--- src/rtl/lhca_pkg.sv ---
// Shared types and the LHCA next-state function for the LHCA-based TRNG.
// The step function works on a fixed maximum width; callers zero-extend their state.
package lhca_pkg;

    localparam int LHCA_MAX_WIDTH = 64;

    typedef enum logic [2:0] {
        IDLE,
        WARMUP,
        COLLECT,
        HOLD,
        FAULT
    } lhca_state_t;

    // Cells above `width` are masked off so both neighbours of the edge cells read as zero.
    function automatic logic [LHCA_MAX_WIDTH-1:0] lhca_step(
        input logic [LHCA_MAX_WIDTH-1:0] state,
        input logic [LHCA_MAX_WIDTH-1:0] rule,
        input logic [LHCA_MAX_WIDTH-1:0] source,
        input int                        width
    );
        logic [LHCA_MAX_WIDTH-1:0] mask;
        logic [LHCA_MAX_WIDTH-1:0] cur;
        logic [LHCA_MAX_WIDTH-1:0] nxt;
        mask = (width >= LHCA_MAX_WIDTH) ? '1
             : ((LHCA_MAX_WIDTH'(1) << width) - LHCA_MAX_WIDTH'(1));
        cur  = state & mask;
        nxt  = ((cur << 1) ^ (cur >> 1) ^ (rule & cur) ^ source) & mask;
        if (nxt == '0) begin
            nxt = LHCA_MAX_WIDTH'(1);
        end
        return nxt;
    endfunction

endpackage

--- src/rtl/lhca_core.sv ---
// LHCA register: steps every clock with the external entropy vector mixed in.
module lhca_core #(
    parameter int               WIDTH = 12,
    parameter logic [WIDTH-1:0] RULE  = '0
) (
    input  logic             clk,
    input  logic             reset,
    input  logic [WIDTH-1:0] source,
    output logic [WIDTH-1:0] state
);
    import lhca_pkg::*;

    always_ff @(posedge clk or posedge reset) begin
        if (reset) begin
            state <= WIDTH'(1);
        end else begin
            state <= WIDTH'(lhca_step(LHCA_MAX_WIDTH'(state), LHCA_MAX_WIDTH'(RULE),
                                      LHCA_MAX_WIDTH'(source), WIDTH));
        end
    end

endmodule

--- src/rtl/lhca_trng.sv ---
// LHCA true-random-number generator: warm-up, repetition-count health test,
// serialisation of the top LHCA cell into words and a valid/ready output.
module lhca_trng #(
    parameter int               WIDTH         = 12,
    parameter logic [WIDTH-1:0] RULE          = '0,
    parameter int               OUT_WIDTH     = 32,
    parameter int               WARMUP_CYCLES = 64,
    parameter int               REP_LIMIT     = 8
) (
    input  logic                 clk,
    input  logic                 reset,
    input  logic [WIDTH-1:0]     source,
    input  logic                 enable,
    output logic [OUT_WIDTH-1:0] out_data,
    output logic                 out_valid,
    input  logic                 out_ready,
    output logic                 fault
);
    import lhca_pkg::*;

    localparam int WARM_W = $clog2(WARMUP_CYCLES + 1);
    localparam int BIT_W  = $clog2(OUT_WIDTH + 1);
    localparam int REP_W  = $clog2(REP_LIMIT);

    lhca_state_t          fsm_state;
    lhca_state_t          state_next;
    logic [WIDTH-1:0]     lhca_state;
    logic [WIDTH-1:0]     prev_source;
    logic [WARM_W-1:0]    warm_cnt;
    logic [BIT_W-1:0]     bit_cnt;
    logic [REP_W-1:0]     rep_cnt;
    logic [OUT_WIDTH-1:0] acc;
    logic                 running;
    logic                 warm_done;
    logic                 word_done;
    logic                 rep_match;
    logic                 health_fire;
    logic                 handshake;
    logic                 unused_cells;

    lhca_core #(
        .WIDTH (WIDTH),
        .RULE  (RULE)
    ) u_core (
        .clk    (clk),
        .reset  (reset),
        .source (source),
        .state  (lhca_state)
    );

    // Only the top cell is serialised; the remaining cells exist to feed the automaton.
    assign unused_cells = ^lhca_state;

    assign running     = (fsm_state == WARMUP) || (fsm_state == COLLECT) || (fsm_state == HOLD);
    assign warm_done   = (warm_cnt == WARM_W'(WARMUP_CYCLES - 1));
    assign word_done   = (bit_cnt == BIT_W'(OUT_WIDTH - 1));
    assign rep_match   = (source == prev_source);
    assign health_fire = running && rep_match && (rep_cnt == REP_W'(REP_LIMIT - 2));
    assign handshake   = out_valid & out_ready;
    assign out_data    = acc;

    always_ff @(posedge clk or posedge reset) begin
        if (reset) begin
            fsm_state <= IDLE;
        end else begin
            fsm_state <= state_next;
        end
    end

    // A health fault outranks both a handshake and a dropped enable.
    always_comb begin
        state_next = fsm_state;
        case (fsm_state)
            IDLE:    if (enable) state_next = WARMUP;
            WARMUP:  if (warm_done) state_next = COLLECT;
            COLLECT: if (word_done) state_next = HOLD;
            HOLD:    if (handshake) state_next = COLLECT;
            FAULT:   state_next = FAULT;
            default: state_next = IDLE;
        endcase
        if (running) begin
            if (health_fire) begin
                state_next = FAULT;
            end else if (!enable) begin
                state_next = IDLE;
            end
        end
    end

    always_ff @(posedge clk or posedge reset) begin
        if (reset) begin
            out_valid <= 1'b0;
            fault     <= 1'b0;
        end else begin
            out_valid <= (state_next == HOLD);
            fault     <= (state_next == FAULT);
        end
    end

    always_ff @(posedge clk or posedge reset) begin
        if (reset) begin
            prev_source <= '0;
            warm_cnt    <= '0;
            bit_cnt     <= '0;
            rep_cnt     <= '0;
            acc         <= '0;
        end else begin
            prev_source <= source;
            warm_cnt    <= (fsm_state == WARMUP && !warm_done) ? warm_cnt + 1'b1 : '0;
            case (fsm_state)
                COLLECT: begin
                    acc     <= (acc << 1) | OUT_WIDTH'(lhca_state[WIDTH-1]);
                    bit_cnt <= bit_cnt + 1'b1;
                end
                HOLD: begin
                    if (handshake) begin
                        bit_cnt <= '0;
                    end
                end
                default: bit_cnt <= '0;
            endcase
            if (fsm_state == IDLE || !rep_match) begin
                rep_cnt <= '0;
            end else if (rep_cnt != REP_W'(REP_LIMIT - 1)) begin
                rep_cnt <= rep_cnt + 1'b1;
            end
        end
    end

endmodule

--- config.mk ---
export PLATFORM = sky130hd
export DESIGN_NAME = lhca_trng
export DESIGN_NICKNAME = d
export VERILOG_FILES = /design/src/rtl/lhca_pkg.sv /design/src/rtl/lhca_core.sv /design/src/rtl/lhca_trng.sv
export SDC_FILE = /design/constraint.sdc
export NUM_CORES = 1
export LEC_CHECK = 0
export CORE_MARGIN = 4
export CORE_UTILIZATION = 45
export CTS_BUF_LIST = sky130_fd_sc_hd__clkbuf_16
export DETAILED_ROUTE_END_ITERATION = 7
export GPL_ROUTABILITY_DRIVEN = 0
export PLACE_DENSITY = 0.69
export SLEW_MARGIN = 10
export SYNTH_ARGS = -nofsm -noshare
export SYNTH_HDL_FRONTEND = slang
export SYNTH_SLANG_ARGS = --single-unit
export TNS_END_PERCENT = 30
--- constraint.sdc ---
create_clock -name clk -period 3.2 [get_ports clk]
set_input_delay 0.32 -clock clk [delete_from_list [all_inputs] [get_ports clk]]
set_output_delay 0.32 -clock clk [all_outputs]
set_load 0.01 [all_outputs]
==> Word level (Yosys, flattened, before mapping) <==
Cells that the tools add are included.
{ "classes": {"addsub": 3, "n_eq_ne": 12, "mux": 14, "bitwise_logic": 4, "n_reduce_logical": 11} }
{ "ops": {"columns": ["operator", "n"], "rows": [
  ["64-bit logical NOT", 1],
  ["32-bit by 1-bit OR with 32-bit output", 1],
  ["3-bit two-way mux", 9],
  ["3-bit one-hot mux with 5 select lines", 1],
  ["12-bit equality test", 1],
  ["12-bit two-way mux", 1],
  ["6-bit one-hot mux with 2 select lines", 1],
  ["12-bit by 11-bit XOR with 12-bit output", 1],
  ["12-bit XOR", 1],
  ["3-bit by 2-bit equality test with 1-bit output, second input constant", 3],
  ["3-bit equality test, second input constant", 3],
  ["7-bit by 1-bit adder with 7-bit output, second input constant", 1],
  ["7-bit by 6-bit equality test with 1-bit output, second input constant", 1],
  ["7-bit two-way mux", 1],
  ["6-bit by 1-bit adder with 6-bit output, second input constant", 1],
  ["6-bit by 5-bit equality test with 1-bit output, second input constant", 1],
  ["6-bit two-way mux", 1],
  ["3-bit by 1-bit adder with 3-bit output, second input constant", 1],
  ["3-bit by 1-bit equality test with 1-bit output, second input constant", 1],
  ["1-bit logical AND", 3],
  ["3-bit logical NOT", 1],
  ["1-bit logical OR", 3],
  ["3-bit inequality test, second input constant", 1],
  ["1-bit logical NOT", 2],
  ["3 further kinds", 3]
]} }
{ "word_totals": {"ff_bits": 77, "out_inout_bits": 34, "wordCells": 53} }

==> Longest topological paths before layout <==
Gate-level depths: netlist of the first run.
{ "depth": {"ltp_word": 8, "ltp_mapped": 6, "depth_no_buf": 6} }

==> By module <==
From an unflattened synthesis of the first run, not the netlist that was laid out.
{ "unflattened": {"hier_cells": 301, "hier_area_um2": 3276.9} }
{ "by_module_without_submodules": {"columns": ["module", "instances", "cells_each", "area_per_inst_um2"], "rows": [
  ["lhca_trng", 1, 261, 2662.6],
  ["lhca_core", 1, 40, 614.3]
]} }

==> Worst setup path before layout of the first run <==
Ideal clock, no wire load.
{ "synth_path": {"path_kind": "reg-to-reg", "start": "reg fsm_state[2]", "end": "reg out_valid", "setup_ns": 0.067, "arrival_ns": 1.603, "t_required_ns": 3.133, "path_slack_ns": 1.531, "path_stages_with_launch": 6, "path_buffers": 1, "path_cell_list": "dfrtp_1 -> buf_6 -> or3b_1 -> or4b_1 -> o211ai_1 -> and3b_1"} }
{ "synth_via": {"elab_chain_cells": 8, "elab_cells_between_ends": 18, "cone_classes": "5 x eq/ne; 8 x mux; 5 x reduce/logical"} }
{ "synth_rtl": {"columns": ["item", "line", "text"], "rows": [
  ["start: declaration", "lhca_trng.sv:25", "lhca_state_t fsm_state;"],
  ["start signal: assignment", "lhca_trng.sv:66", "fsm_state <= state_next;"],
  ["parallel branches: the longest is 6 deep, another holds 3-bit one-hot mux with 5 select lines", null, null],
  ["3-bit two-way mux *", "lhca_trng.sv:81", "if (running) begin"],
  ["3-bit by 2-bit equality test with 1-bit output *", "lhca_trng.sv:95", "out_valid <= (state_next == HOLD);"],
  ["end signal: assignment", "lhca_trng.sv:95", null],
  ["end: declaration", "lhca_trng.sv:15", "output logic out_valid,"]
]} }
Mark *: on every way between the ends.
A chain may end at the register's enable or synchronous reset.

==> Worst setup path after layout of the first run <==
Same ends and word-level chain as after synthesis.

==> summary.txt, run 1 <==
Status
  • Status: complete, no violations

Placed design
  • Port bufs: 49
  • Pre-CTS setup slack: 1.127 ns
  • Post-DP HPWL: 4.129 mm
  • Area after DPL: 0.003790 mm2

Clock network
  • TritonCTS buffer count: 9
  • Postcts setup bufs: 0
  • CTS tree: built
  • Clock slew at reported path FFs: 0.06 ns
  • Clock sinks: 77
  • H-tree Lvls: 3
  • CTS Root Cell: clkbuf_16
  • Clock Tree Buf Depth: 2
  • # hold bufs at CTS: 0
  • Worst-Skew Late Latency: 0.32 ns
  • Cts repair resizes: 0

Hold path
  • Path type of the worst min-delay path: primary input to async pin

Critical path
  • Crit path DAT: 2.34 ns
  • Critical Path RT: 3.46 ns
  • Worst path slowest cell: or4b_1
  • Crit-path max cell delay: 0.54 ns
  • Crit path max fanout: 38
  • Worst path cell trace: or3b_1, buf_4, or4b_1, o211ai_1, and3b_1
  • Startpoint types: flip-flop
  • CP Capture Type: flip-flop
  • Worst setup path class: flip-flop to flip-flop

Yosys
  • Cell area after synthesis: 0.003176 mm2
  • Synthesized Nets: 324
  • Sequential area share after synthesis: 0.6072
  • Synth Instances: 303
  • Top_reg_cell synth: dfrtp_1
  • Synth cell types: 38
  • Post-synthesis async set-or-reset flop share: 1.000
  • Post-synthesis register bit count: 77
  • Avg Cell Area, Syn: 10.48 um2
  • Yosys Warn Count: 0
  • EDFF count, synth: 0

Floorplan
  • Top Ports: 50
  • Placement row count: 30
  • Die area: 0.008465 mm2
  • Starting Density: 0.4648
  • Core Area: 0.006832 mm2
  • Die height: 92.01 um
  • Die Width: 92.01 um

Power and ir drop
  • Sequential share of power: 0.444
  • Sw Pwr: 0.0006465 W
  • Sw Share: 0.2489
  • Power share of the clock group: 0.400
  • Internal power consumption: 0.001951 W
  • Power density over the cells: 634.0 mW/mm2
  • LEAKAGE: 1.956 nW
  • Comb pwr share: 0.156
  • Peak VDD IR: 0.4471 mV
  • Total Power: 0.002598 W

GRT
  • Gr usage total: 0.1570
  • Remaining Overflow, GRT: 0
  • Largest net degree at the start of global routing: 78
  • Vias in the first global route: 2207
  • Antenna violations before repair: 0
  • First-pass GRT wire length: 10.46 mm

Job
  • MaxCap Viol Count: 0

Timing
  • Fin Setup TNS: 0 ns
  • Slew @ Worst Pin: 0.8916 ns
  • Slew headroom: 0.4049
  • F_max: 482.5 MHz
  • Setup ws final: 1.128 ns
  • Final setup viols: 0
  • Final period utilization: 0.6477
  • Min Clock Period, post-route: 2.072 ns
  • RSZ-0062 raised after global routing: no
  • Clk_skew: 0.005872 ns
  • Final Hold Fails: 0
  • Pins Over Slew Limit: 0

Cells and area
  • Fraction of layout cells with a size suffix above 1: 0.05510
  • Multi-input logic area: 0.001205 mm2
  • Register area: 0.001928 mm2
  • Layout Nets: 379
  • Ant. Diodes: 0
  • Synthesis-to-layout area growth: 29.04%
  • Core Util, Final: 0.5998
  • Fill cells: 606
  • Design area: 0.004098 mm2

Route
  • Wire length per cell: 13.18 um
  • Vias/cell: 4.763
  • ANT nets after route: 0
  • Router iterations before antenna repair: 4
  • Number of DRC markers in iteration 0: 126
  • Via count: 2186
  • Routed wire length: 6.049 mm
  • DRC viols: 0
## cell usage after synthesis, drive strengths merged, types with 3 or more instances
| master | instances | share of area |
|---|---|---|
| a21oi | 3 | 0.0047 |
| and3 | 3 | 0.0059 |
| clkbuf | 7 | 0.0083 |
| dfrtp | 76 | 0.60 |
| ha | 5 | 0.020 |
| inv | 3 | 0.0035 |
| nand2 | 106 | 0.13 |
| nand3 | 4 | 0.0063 |
| nor2 | 13 | 0.015 |
| nor3 | 3 | 0.0047 |
| nor4 | 4 | 0.0079 |
| o21ai | 9 | 0.014 |
| xnor2 | 18 | 0.050 |
| xor2 | 21 | 0.058 |
## layout by cell type (no fill, tap or decap), drive strengths merged
cell / n
o211a: 1
or4b: 1
nand3: 4
bufinv: 2
nor3b: 2
and3: 3
nor3: 3
dfstp: 1
clkdlybuf4s50: 49
o21a: 1
nand4: 2
a21oi: 3
o21ai: 9
or2: 1
mux2i: 1
xnor2: 18
a31o: 1
ha: 5
clkinv: 3
nor2: 13
or3b: 2
and3b: 1
nor2b: 2
nand2: 106
nor4b: 2
and2: 1
o211ai: 1
clkinvlp: 1
nor4: 4
clkbuf: 9
or3: 1
a2bb2oi: 1
dfrtp: 76
xor2: 21
a31oi: 1
inv: 4
o31ai: 2
buf: 3
a22o: 2
## layout make-up
cell class,instances,share of cell area
flip-flops and latches,77,0.4705
clock buffers,9,0.05496
well taps,96,0.02931
clock inverters,7,0.02015
inverters,3,0.002748
multi-input cells,215,0.2940
repair buffers,52,0.1282
## sequential cells by signal (all words and copies together), names as in the netlist
signal        flops
warm_cnt          7
fault             1
out_valid         1
out_data         32
fsm_state         3
bit_cnt           6
u_core.state     12
rep_cnt           3
prev_source      12
## through the flow
| stage | cells | hold WS (ns) |
|---|---|---|
| after CTS | 459 | 0.4256 |
| after floorplan | 303 | 0.3514 |
| final | 459 | 0.4059 |
| after detailed placement | 443 | 0.4489 |
| after global routing | 459 | 0.4473 |
| after global placement | 443 | 0.4420 |
## per-layer routing
layer  global-route usage  share of wire  routed length, um
met1               0.2139           0.47               2842
met2               0.2445           0.48               2913
met3              0.03938          0.036                217
met4              0.05569          0.013                 76
met5                    0              0                  0
## critical path, delay by kind of cell, from the launching register on
| kind | cells | cell delay [ns] |
|---|---|---|
| simple gates | 3 | 1.14 |
| buf+inv | 1 | 0.26 |
| compound gates | 1 | 0.12 |
| flops | 1 | 0.49 |
## power groups by stage
stage	sequential (W)	clock, W	combinational, W
after floorplan	0.00116	0	0.000311
after global placement	0.00117	0	0.000407
after detailed placement	0.00117	0	0.000408
after CTS	0.00116	0.00106	0.000414
after global routing	0.00117	0.00110	0.000457
final	0.00115	0.00104	0.000404
## logic make-up (layout without fill, tap and decap cells)
logic type | count (synthesis) | in the layout | share of synthesized area
simple gates | 148 | 148 | 0.2025
mux | 1 | 1 | 0.003152
compound gates | 22 | 22 | 0.04452
buf+inv | 11 | 71 | 0.01537
flops | 77 | 77 | 0.6072
fa+ha+maj | 5 | 5 | 0.01970
xor+xnor | 39 | 39 | 0.1076
## path summary, 6_finish.rpt
path	from	end	slack, ns	depth (start not counted)
max	fsm_state[2]	out_valid	1.13	5
min	reset	out_data[31]	0.41	3
max reg2reg	fsm_state[2]	out_valid	1.13	5
min reg2reg	warm_cnt[0]	warm_cnt[0]	0.45	1
max in group asynchronous	reset	u_core.state[0]	2.46	3
min in group clk	warm_cnt[0]	warm_cnt[0]	0.45	1
Note: power is estimated with default switching activity, not from simulation.
==> run 2: changes to the inputs <==
--- a/config.mk
+++ b/config.mk
@@ -10,7 +10,7 @@
 export CTS_BUF_LIST = sky130_fd_sc_hd__clkbuf_16
 export DETAILED_ROUTE_END_ITERATION = 7
 export GPL_ROUTABILITY_DRIVEN = 0
-export PLACE_DENSITY = 0.69
+export PLACE_DENSITY = 0.71
 export SLEW_MARGIN = 10
 export SYNTH_ARGS = -nofsm -noshare
 export SYNTH_HDL_FRONTEND = slang
==> constraint.sdc (replaced) <==
create_clock -name clk -period 1.7 [get_ports clk]
set_input_delay 0.17 -clock clk [delete_from_list [all_inputs] [get_ports clk]]
set_output_delay 0.17 -clock clk [all_outputs]
set_load 0.01 [all_outputs]
==> run 2 against run 1 <==
  * Design area is 5.0% higher
  * Largest cell class unchanged
  * First-iteration DRC count is 37% lower
  * Clock-buffer cell count stayed put
  * Critical path type unchanged
==> summary.txt, run 2 (synthesized netlist as in run 1, its figures left out) <==
Floorplan
  • Core Area: 0.006832 mm2
  • Placement row count: 30
  • Die height: 92.01 um
  • Die area: 0.008465 mm2
  • Die Width: 92.01 um
  • Top Ports: 50
  • Starting Density: 0.4648

Clock network
  • Clock slew at reported path FFs: 0.06 ns
  • CTS tree: built
  • Worst-Skew Late Latency: 0.33 ns
  • Clock Tree Buf Depth: 2
  • CTS Root Cell: clkbuf_16
  • H-tree Lvls: 3
  • # hold bufs at CTS: 0
  • TritonCTS buffer count: 9
  • Clock sinks: 77

Critical path
  • Critical Path RT: 1.96 ns
  • CP Capture Type: flip-flop
  • Crit path max fanout: 2
  • Worst setup path class: flip-flop to flip-flop
  • Crit path DAT: 1.91 ns
  • Worst-case reg-to-reg path depth: 4
  • Startpoint types: flip-flop

Job
  • MaxCap Viol Count: 0

GRT
  • GR met2 Demand/Resource: 0.2816
  • Vias in the first global route: 2398
  • Most Used Layer, Global Route: met2
  • Remaining Overflow, GRT: 0
  • First-pass GRT wire length: 11.13 mm
  • Met3 Usage GRT: 0.03527
  • GRT met1 Usage: 0.2042
  • Gr usage total: 0.1666
  • Antenna violations before repair: 0
  • Largest net degree at the start of global routing: 38

Timing
  • Clk_skew: 0.007079 ns
  • Final hold slack: 0.1704 ns
  • RSZ-0062 raised after global routing: no
  • Slew @ Worst Pin: 0.4470 ns
  • Min Clock Period, post-route: 1.651 ns
  • Setup ws final: 0.04916 ns
  • Pins Over Slew Limit: 0
  • Slew headroom: 0.6997
  • Final setup viols: 0
  • Final Hold Fails: 0
  • Final period utilization: 0.9711
  • F_max: 605.8 MHz

Cells and area
  • Synthesis-to-layout area growth: 35.50%
  • Most frequent cells in the layout: nand2_1, dfrtp_1, clkdlybuf4s50_1
  • Design area: 0.004303 mm2
  • Commonest non-fill, non-tap cell in the layout: nand2_1
  • Layout Nets: 398
  • Ant. Diodes: 0
  • Fraction of layout cells with a size suffix above 1: 0.1126
  • Max FFs per register: 32
  • Core Util, Final: 0.6299
  • Fill cells: 604

Placed design
  • Port bufs: 49
  • Area after DPL: 0.003961 mm2
  • Pre-CTS setup slack: -0.06275 ns
  • Post-DP HPWL: 4.658 mm

Power and ir drop
  • Power density over the cells: 1187 mW/mm2
  • LEAKAGE: 2.078 nW
  • Peak VDD IR: 0.8502 mV

Route
  • ANT nets after route: 0
  • Via count: 2315
  • Router iterations before antenna repair: 4
  • Vias/cell: 4.843
  • Number of DRC markers in iteration 0: 79
  • Wire length per cell: 13.87 um
  • Routed wire length: 6.629 mm
  • DRC viols: 0

Status
  • Status: complete, no violations

Hold path
  • Path type of the worst min-delay path: primary input to async pin
-- run 2: cell count changes in the layout (fill, tap and decap cells not counted), sizes merged --
cell and delta:
clkinv -1, bufinv +1, buf +19
-- run 2: cell type report --
class / instances / area, um2 / share of cell area
sequential: 77 / 1928 / 0.4481
clock inverter: 7 / 107.6 / 0.02501
timing repair buffer: 71 / 693.2 / 0.1611
tap: 96 / 120.1 / 0.02792
clock buffer: 9 / 225.2 / 0.05234
inverter: 3 / 15.01 / 0.003489
multi-input combinational: 215 / 1214 / 0.2821
-- run 2: report_power, final --
part	leakage [nW]	switching [W]	internal (W)
sequential	1.02	0.000146	0.00203
combinational	0.889	0.000412	0.000411
clock	0.172	0.000694	0.00142
-- run 2: per-stage QoR --
step	TNS (ns)	power (W)	instances
2_1_floorplan	0	0.002763	303
3_3_place_gp	-0.05474	0.002991	462
3_5_place_dp	-0.2206	0.003036	462
4_1_cts	0	0.005172	478
5_1_grt	0	0.005344	478
6_report	0	0.005106	478
-- run 2: path summary, 6_finish.rpt --
kind | start | to | slack, ns
max reg2reg | fsm_state[2] | fsm_state[0] | 0.05
min | reset | out_data[16] | 0.17
max | fsm_state[2] | fsm_state[0] | 0.05
max in group asynchronous | reset | u_core.state[0] | 1.03
min reg2reg | warm_cnt[0] | warm_cnt[0] | 0.45
min in group clk | source[3] | prev_source[3] | 0.38
-- run 2: what timing repair did --
action | CTS | global route
setup endpoints to repair | 0 | 2
endpoints found under the hold margin | 0 | 0
setup buffers | 0 | 0
resized for setup | 0 | 2
-- run 2: worst max-delay path: stages, from the launching register on --
cell,delay [ns]
dfrtp_1,0.37
or3b_1,0.39
or4b_4,0.52
o211ai_1,0.13
and3_1,0.19
-- run 2: per-layer routing --
metal  routed length (um)  up-vias
li1                     -     1135
met1                 2803     1121
met2                 3494       48
met3                  216       11
met4                  114        0
met5                    0        -
==> run 3: changes to the inputs <==
--- a/config.mk
+++ b/config.mk
@@ -9,8 +9,8 @@
 export CORE_UTILIZATION = 45
 export CTS_BUF_LIST = sky130_fd_sc_hd__clkbuf_16
 export DETAILED_ROUTE_END_ITERATION = 7
-export GPL_ROUTABILITY_DRIVEN = 0
 export PLACE_DENSITY = 0.71
+export SKIP_LAST_GASP = 1
 export SLEW_MARGIN = 10
 export SYNTH_ARGS = -nofsm -noshare
 export SYNTH_HDL_FRONTEND = slang
==> results of run 3 <==
No change in the layout: final DEF, timing and power equal those of run 2.
